==> src/rtl/sass_osc_pkg.sv <==
// Shared constants and channel state layout for the oscillator bank.
// Channel logic declares a width-matched copy of this layout for non-default CNT_W.
package sass_osc_pkg;

    localparam int DEF_NUM_CH = 4;
    localparam int DEF_CNT_W  = 19;

    typedef struct packed {
        logic [DEF_CNT_W-1:0] count;
        logic [DEF_CNT_W-1:0] active_max;
        logic [DEF_CNT_W-1:0] pending_max;
        logic                 square;
    } osc_ch_state_t;

endpackage

==> src/rtl/osc_channel.sv <==
// One free-running divider channel: counter, active/pending terminal count,
// wrap tick and square toggle.
module osc_channel
    import sass_osc_pkg::*;
#(
    parameter int CNT_W = DEF_CNT_W
) (
    input  logic             clk,
    input  logic             rst,
    input  logic             en,
    input  logic             sync,
    input  logic             wr,
    input  logic [CNT_W-1:0] wr_max,
    output logic [CNT_W-1:0] count,
    output logic             tick,
    output logic             square
);

    typedef struct packed {
        logic [CNT_W-1:0] count;
        logic [CNT_W-1:0] active_max;
        logic [CNT_W-1:0] pending_max;
        logic             square;
    } ch_state_t;

    ch_state_t        state_reg, state_next;
    logic             tick_reg, tick_next;
    logic [CNT_W-1:0] load_max;

    always_comb begin
        state_next = state_reg;
        tick_next  = 1'b0;
        // A write landing in the same cycle as a reload wins over the stored pending value.
        load_max   = wr ? wr_max : state_reg.pending_max;
        state_next.pending_max = load_max;
        if (sync) begin
            state_next.count      = '0;
            state_next.square     = 1'b0;
            state_next.active_max = load_max;
        end else if (!en) begin
            if (wr) begin
                state_next.active_max = wr_max;
            end
        end else if (state_reg.count >= state_reg.active_max) begin
            state_next.count      = '0;
            state_next.square     = ~state_reg.square;
            state_next.active_max = load_max;
            tick_next             = 1'b1;
        end else begin
            state_next.count = state_reg.count + 1'b1;
        end
    end

    always_ff @(posedge clk) begin
        if (rst) begin
            state_reg <= '0;
            tick_reg  <= 1'b0;
        end else begin
            state_reg <= state_next;
            tick_reg  <= tick_next;
        end
    end

    assign count  = state_reg.count;
    assign tick   = tick_reg;
    assign square = state_reg.square;

endmodule

==> src/rtl/multi_osc_bank.sv <==
// Bank of independent divider/oscillator channels sharing one divider write port.
module multi_osc_bank
    import sass_osc_pkg::*;
#(
    parameter int NUM_CH = DEF_NUM_CH,
    parameter int CNT_W  = DEF_CNT_W,
    localparam int CH_W  = (NUM_CH > 1) ? $clog2(NUM_CH) : 1
) (
    input  logic                    clk,
    input  logic                    rst,
    input  logic [NUM_CH-1:0]       en,
    input  logic [NUM_CH-1:0]       sync,
    input  logic                    wr_en,
    input  logic [CH_W-1:0]         wr_ch,
    input  logic [CNT_W-1:0]        wr_max,
    output logic [NUM_CH*CNT_W-1:0] count,
    output logic [NUM_CH-1:0]       tick,
    output logic [NUM_CH-1:0]       square
);

    logic [NUM_CH-1:0] ch_wr;

    generate
        for (genvar gi = 0; gi < NUM_CH; gi++) begin : g_ch
            // Addresses at or above NUM_CH never match any channel, so those writes drop.
            assign ch_wr[gi] = wr_en && (32'(wr_ch) == gi);

            osc_channel #(
                .CNT_W(CNT_W)
            ) u_ch (
                .clk    (clk),
                .rst    (rst),
                .en     (en[gi]),
                .sync   (sync[gi]),
                .wr     (ch_wr[gi]),
                .wr_max (wr_max),
                .count  (count[gi*CNT_W +: CNT_W]),
                .tick   (tick[gi]),
                .square (square[gi])
            );
        end
    endgenerate

endmodule

==> config.mk <==
export PLATFORM = sky130hd
export DESIGN_NAME = multi_osc_bank
export DESIGN_NICKNAME = d
export VERILOG_FILES = /design/src/rtl/sass_osc_pkg.sv /design/src/rtl/osc_channel.sv /design/src/rtl/multi_osc_bank.sv
export SDC_FILE = /design/constraint.sdc
export NUM_CORES = 1
export LEC_CHECK = 0
export CAP_MARGIN = 20
export CORE_ASPECT_RATIO = 0.6
export CORE_MARGIN = 4
export CORE_UTILIZATION = 40
export CTS_CLUSTER_DIAMETER = 40
export DETAILED_ROUTE_END_ITERATION = 7
export PLACE_DENSITY = 0.63
export SYNTH_ARGS = -nofsm -noshare
export SYNTH_HDL_FRONTEND = slang
export SYNTH_SLANG_ARGS = --single-unit
==> constraint.sdc <==
create_clock -name clk -period 2.9 [get_ports clk]
set_clock_uncertainty 0.2 [all_clocks]
set_input_delay 0.29 -clock clk [delete_from_list [all_inputs] [get_ports clk]]
set_output_delay 0.29 -clock clk [all_outputs]
set_load 0.05 [all_outputs]
**Word-level counts from Yosys, hierarchy flattened**

Index checks and enable logic that the tools add are counted.

- Bitwise operators: 8
- Shift operators: 0
- Reduce and logical (&&, ||, !) cells: 25
- Mux-type cells: 28
- Order comparisons: 4
- Multiply operators: 0
- Div/mod/pow operators: 0
- Eq/ne operators: 7
- $add $sub $neg: 4

Operator list:

| operator | number |
|---|---|
| $mux 19 | 24 |
| $add 19x1->19 const B | 4 |
| $ge 19x19->1 | 4 |
| $reduce_and 2->1 | 8 |
| $ne 3x1->1 const B | 4 |
| $reduce_bool 3->1 | 4 |
| $reduce_or 3->1 | 4 |
| $not 1->1 | 8 |
| $reduce_or 2->1 | 4 |
| $eq 2x2->1 const B | 2 |
| $logic_and 1x1->1 | 4 |
| $mux 1 | 4 |
| $eq 2x1->1 const B | 1 |
| $logic_not 2->1 | 1 |

- Memory bits (writable): 0
- Memory bits (read-only): 0
- Latch bits: 0
- Memories kept: 0
- Logic and storage cells: 96
- Flip-flop bits (word level): 236
- Output and inout port bits: 84
- Input bits: 32

**Longest topological paths before layout**

- Word-level depth: 6
- Depth in mapped cells: 11
- Depth with buffers taken out: 8

**Hierarchy**

A second synthesis with hierarchy kept.

- Cell total of the unflattened synthesis: 1580
- Area, all modules: 13210.2 um2

Modules (own cells, without submodules):

| module | cells each | area an instance (um2) | sequential area each (um2) | times used |
|---|---|---|---|---|
| osc_channel | 394 | 3293.2 | 1181.1 | 4 |
| multi_osc_bank | 4 | 37.5 | 0.0 | 1 |

**Least setup slack after synthesis**

No wires, ideal clock.

- Path kind: register to register
- Start: register g_ch[1].u_ch.state_reg, in the netlist g_ch[1].u_ch.count[0]
- End: register g_ch[1].u_ch.state_reg[27] (netlist name)
- Library setup time: 86 ps
- Slack: 268 ps
- Clock period less this slack: 2632 ps
- Cell stages (with the launch flop): 11
- Data required time: 2614 ps
- Buffers on the path: 2
- Arrival time: 2346 ps
- Cells stage by stage: dfxtp_1 inv_1 ha_1 nand2b_4 a211o_1 a211oi_2 o211ai_2 or3_1 buf_6 buf_12 a221oi_2

- Longest elaborated chain between the ends: 3

Ends and longest elaborated chain:

| item | line | RTL |
|---|---|---|
| start: declaration | osc_channel.sv:26 | `ch_state_t state_reg, state_next;` |
| start signal: assignment | osc_channel.sv:59 | `state_reg <= state_next;` |
| $ge 19x19->1 | osc_channel.sv:44 | `end else if (state_reg.count >= state_reg.active_max) begin` |
| $ne 3x1->1 (no source line) | - |  |
| $reduce_and 2->1 (no source line) | - |  |

No other way between the ends.
A chain may end at the register's enable or synchronous reset.

**Final worst setup path**

- Start: register g_ch[0].u_ch.state_reg, in the netlist g_ch[0].u_ch.count[14]
- End: register g_ch[0].u_ch.state_reg[23] (netlist name)

- Longest elaborated chain between the ends: 3

Ends and longest elaborated chain:

| item | line |
|---|---|
| start: declaration | osc_channel.sv:26 |
| start signal: assignment | osc_channel.sv:59 |
| $ge 19x19->1 | osc_channel.sv:44 |
| $ne 3x1->1 (no source line) | - |
| $reduce_and 2->1 (no source line) | - |

No other way between the ends.

==> results by group <==
Synthesis
  – Largest family of logic cells by synthesized area: simple AND/OR/NAND/NOR gates
  – Dominant synthesized flop cell: dfxtp_1
  – Sequential share of the synthesized area: 38.79%
  – Number of synthesized register bits: 236
  – Syn Area/Cell: 8.395 sq um
  – Adder-Cell Fraction of Synth Area: approximately 8%
  – Mux contribution to synthesized area: approximately 1.8%
  – Cell count after synthesis: 1451
  – Post-Syn Area: roughly 0.012 sq mm
  – Complex-gate fraction of the synthesized area: between 10% and 20%
  – Ys async rst share: 0%
  – XOR/XNOR share of the synthesized area: roughly 4.7%
  – EDFF count, synth: 0
  – Synth warn: 0
  – Post-Syn Nets: 1563
  – Count of different cell masters after synthesis: 65
  – Simple-Gate Fraction of Synth Area: 20.42%

Place
  – DPL Wire Length: 21680 um
  – RePlAce Congestion: 0.8152
  – PortBufs: approximately 120
  – Cell Count Post-Placement: 1865

Min path
  – Worst hold path class: flop to flop
  – Hold EP: g_ch[0].u_ch.state_reg[4]$_SDFF_PP0_
  – Hold-critical path depth: 2
  – Min-Delay Startpoint: g_ch[0].u_ch.state_reg[4]$_SDFF_PP0_

STA
  – Setup TNS: 0 ns
  – Final Critical Period: 2.714 ns
  – Hold Vio Cnt, Final: 0
  – Slew headroom: about half
  – Worst slew pin tran: 0.7416 ns
  – Fmax achieved: 368.4 MHz
  – Fin. max-slew vios: 0
  – Final Cycle Share: ~94%
  – RSZ-0062 raised after global routing: false
  – Final setup vio count: 0

Floorplanning
  – Die X: 233.3 um
  – Starting Density: 40.63%
  – Row count: 49
  – Area of the core: 0.02998 sq mm
  – IO Count: roughly 120
  – Die Height: 143.2 um
  – Full die area: 0.03340 sq mm

Power and ir drop
  – Static Leak: 5.490 nW
  – Peak VDD IR: around 450 uV
  – Total Power: 0.008227 W
  – PD cells: 573.1 mW/mm^2

Status
  – Status: complete, no violations

Route
  – DR DRC count: 0
  – 1st-iter DRT viols: between 700 and 800
  – Via count: 9893
  – DR pass1 iterations: 7
  – Vias/cell: about 5.1
  – Wire per inst: 15.73 um
  – Drt total wl: 30260 um
  – Routed Antenna Nets: 0

Worst setup path
  – Kind of critical path: flop to flop
  – Worst R2R End: g_ch[0].u_ch.state_reg[23]$_SDFFE_PP0P_
  – Reg2reg start: g_ch[0].u_ch.count[14]$_SDFFE_PP0P_
  – Crit path required time: 3.15 ns
  – Reg2reg setup slack: 0.19 ns
  – Setup crit end kind: flop
  – Critical Path Fanout Max: 19
  – Worst r2r path cells: 8
  – Crit path DAT: 2.96 ns
  – CP Launch Type: flop

Global routing
  – Initial antenna violation count: 0
  – GRT busiest layer: met1
  – M2 GR Usage: 26.13%
  – Total Routing Usage GR: 17.77%
  – Grt met1 use: a little over a quarter
  – Grt ovf: 0
  – Global-route wire length before repair: about 49000 um
  – Vias in the first global route: 9296
  – Met3 Track Usage GR: 3.110%
  – Pin count of the biggest net entering global routing: 39

Clock network
  – Clk_lat worst skew: approximately 0.55 ns
  – Root Driver: clkbuf_16
  – Clock transition at the registers of the reported paths: 0.06 ns
  – Clock Sinks: 236
  – Inserted Clock Buffers: 30
  – TritonCTS clock tree: done
  – # H-tree levels: 1
  – Clk buf depth: 3

Final layout
  – Ant diodes: 0
  – Final net count: around 1600
  – Max reg flops: 152
  – Filler cells: between 2000 and 3000
  – Layout cells sized above 1: 11.02%
  – Area growth from synthesis to layout: 17.86%
  – Register area: 0.004725 sq mm
  – Multi-input gate area: 0.006147 sq mm
  – Fin cells: 1924

Flow run
  – Maximum capacitance violations: 0
## critical path, cell delays in order (launching register included)
cell	delay, ns
dfxtp_1	0.36
ha_1	0.33
nand4_1	0.19
nor4_2	0.36
a22oi_1	0.13
and2_1	0.23
a32o_1	0.28
buf_4	0.21
a221oi_1	0.31
## cell usage in the layout, fill, tap and decap left out, types with 28 or more instances in the layout
cell type / n
a21oi_1: 110
a221oi_1: 37
buf_4: 52
clkbuf_16: 31
clkdlybuf4s50_1: 114
dfxtp_1: 236
ha_1: 80
inv_1: 87
nand2_1: 203
nand3_1: 36
nand4_1: 28
nor2_1: 120
o21ai_0: 75
or3_1: 61
xor2_1: 43
## layout make-up
cell class / count / area share (%)
multi-input combinational: 968 / 42.82
sequential: 236 / 32.91
timing repair buffer: 169 / 11.02
clock buffer: 35 / 5.648
tap: 408 / 3.556
inverter: 88 / 2.301
clock inverter: 20 / 1.752
## through the flow
step                utilization [%]  instance area [sq um]  hold slack (ns)  setup WS [ns]
floorplan                         -                  12180           0.2260         0.2681
CTS                           47.79                  14330           0.2512         0.1626
detailed placement            44.22                  13260           0.2422         0.1169
global placement              44.22                  13260           0.2370         0.1973
global route                  47.89                  14360           0.2657       0.009986
finish                        47.89                  14360           0.2508         0.1858
## kinds of logic after synthesis
logic type / after synthesis
buffers and inverters: 247
and+or+nand+nor: 527
muxes: 20
adders and majority gates: 80
DFF: 236
xor gates and xnor gates: 65
AOI/OAI and AO/OA: 276
## metal layers
metal	up-vias	routed length [um]	share of wire (%)
met5	-	0	0
met4	0	528	1.7
met3	41	1335	4.4
met2	187	12640	42
met1	4654	15760	52
li1	5011	-	-
## cells in the mapped netlist, drive strengths merged (2+ instances only)
library cell	number	area, sq um
dfxtp	236	4725
nand2	203	762.0
nor2	123	464.2
a21oi	110	550.5
buf	103	773.2
inv	87	326.6
ha	80	1001
o21ai	76	380.4
or3	61	381.6
a221oi	57	624.4
clkbuf	54	202.7
xor2	43	376.6
nand3	37	190.2
nand4	29	187.7
xnor2	22	192.7
mux2	19	214.0
and3	18	112.6
nor3	12	60.06
nand2b	8	57.55
nor2b	7	43.79
a31oi	6	37.54
and4	6	52.55
a211oi	5	55.05
nand3b	5	37.54
or2	5	31.28
nor4	4	31.28
o211ai	4	35.03
a21o	3	22.52
and2	3	18.77
a211o	2	17.52
a32o	2	20.02
dlygate4sd1	2	17.52
nand4b	2	17.52
nor3b	2	20.02
## worst max path at each step
stage / from / to / slack, ns / cells after the start
3_5_place_dp: en[1] / g_ch[1].u_ch.state_reg[38]$_SDFFE_PP0P_ / 0.12 / 6
2_1_floorplan: g_ch[1].u_ch.count[0]$_SDFFE_PP0P_ / g_ch[1].u_ch.state_reg[27]$_SDFFE_PP0P_ / 0.27 / 10
3_3_place_gp: en[1] / g_ch[1].u_ch.state_reg[38]$_SDFFE_PP0P_ / 0.20 / 6
5_1_grt: g_ch[2].u_ch.state_reg[38]$_SDFFE_PP0P_ / g_ch[2].u_ch.state_reg[24]$_SDFFE_PP0P_ / 0.01 / 8
6_report: g_ch[0].u_ch.count[14]$_SDFFE_PP0P_ / g_ch[0].u_ch.state_reg[23]$_SDFFE_PP0P_ / 0.19 / 8
4_1_cts: g_ch[1].u_ch.count[0]$_SDFFE_PP0P_ / g_ch[1].u_ch.state_reg[38]$_SDFFE_PP0P_ / 0.16 / 9
## what timing repair did
action,CTS,global route
hold buffers,1,0
gates resized for setup,0,2
setup buffers,0,1
endpoints found under the setup margin,0,6
hold endpoints to repair,10,0
## power breakdown
| part | internal (W) | leakage, nW | switching, W |
|---|---|---|---|
| sequential | 0.00336 | 1.92 | 0.0000377 |
| clock | 0.00239 | 0.526 | 0.00154 |
| combinational | 0.000346 | 3.04 | 0.000551 |
| total | 0.00610 | 5.49 | 0.00213 |
(Power assumes the default switching activity.)
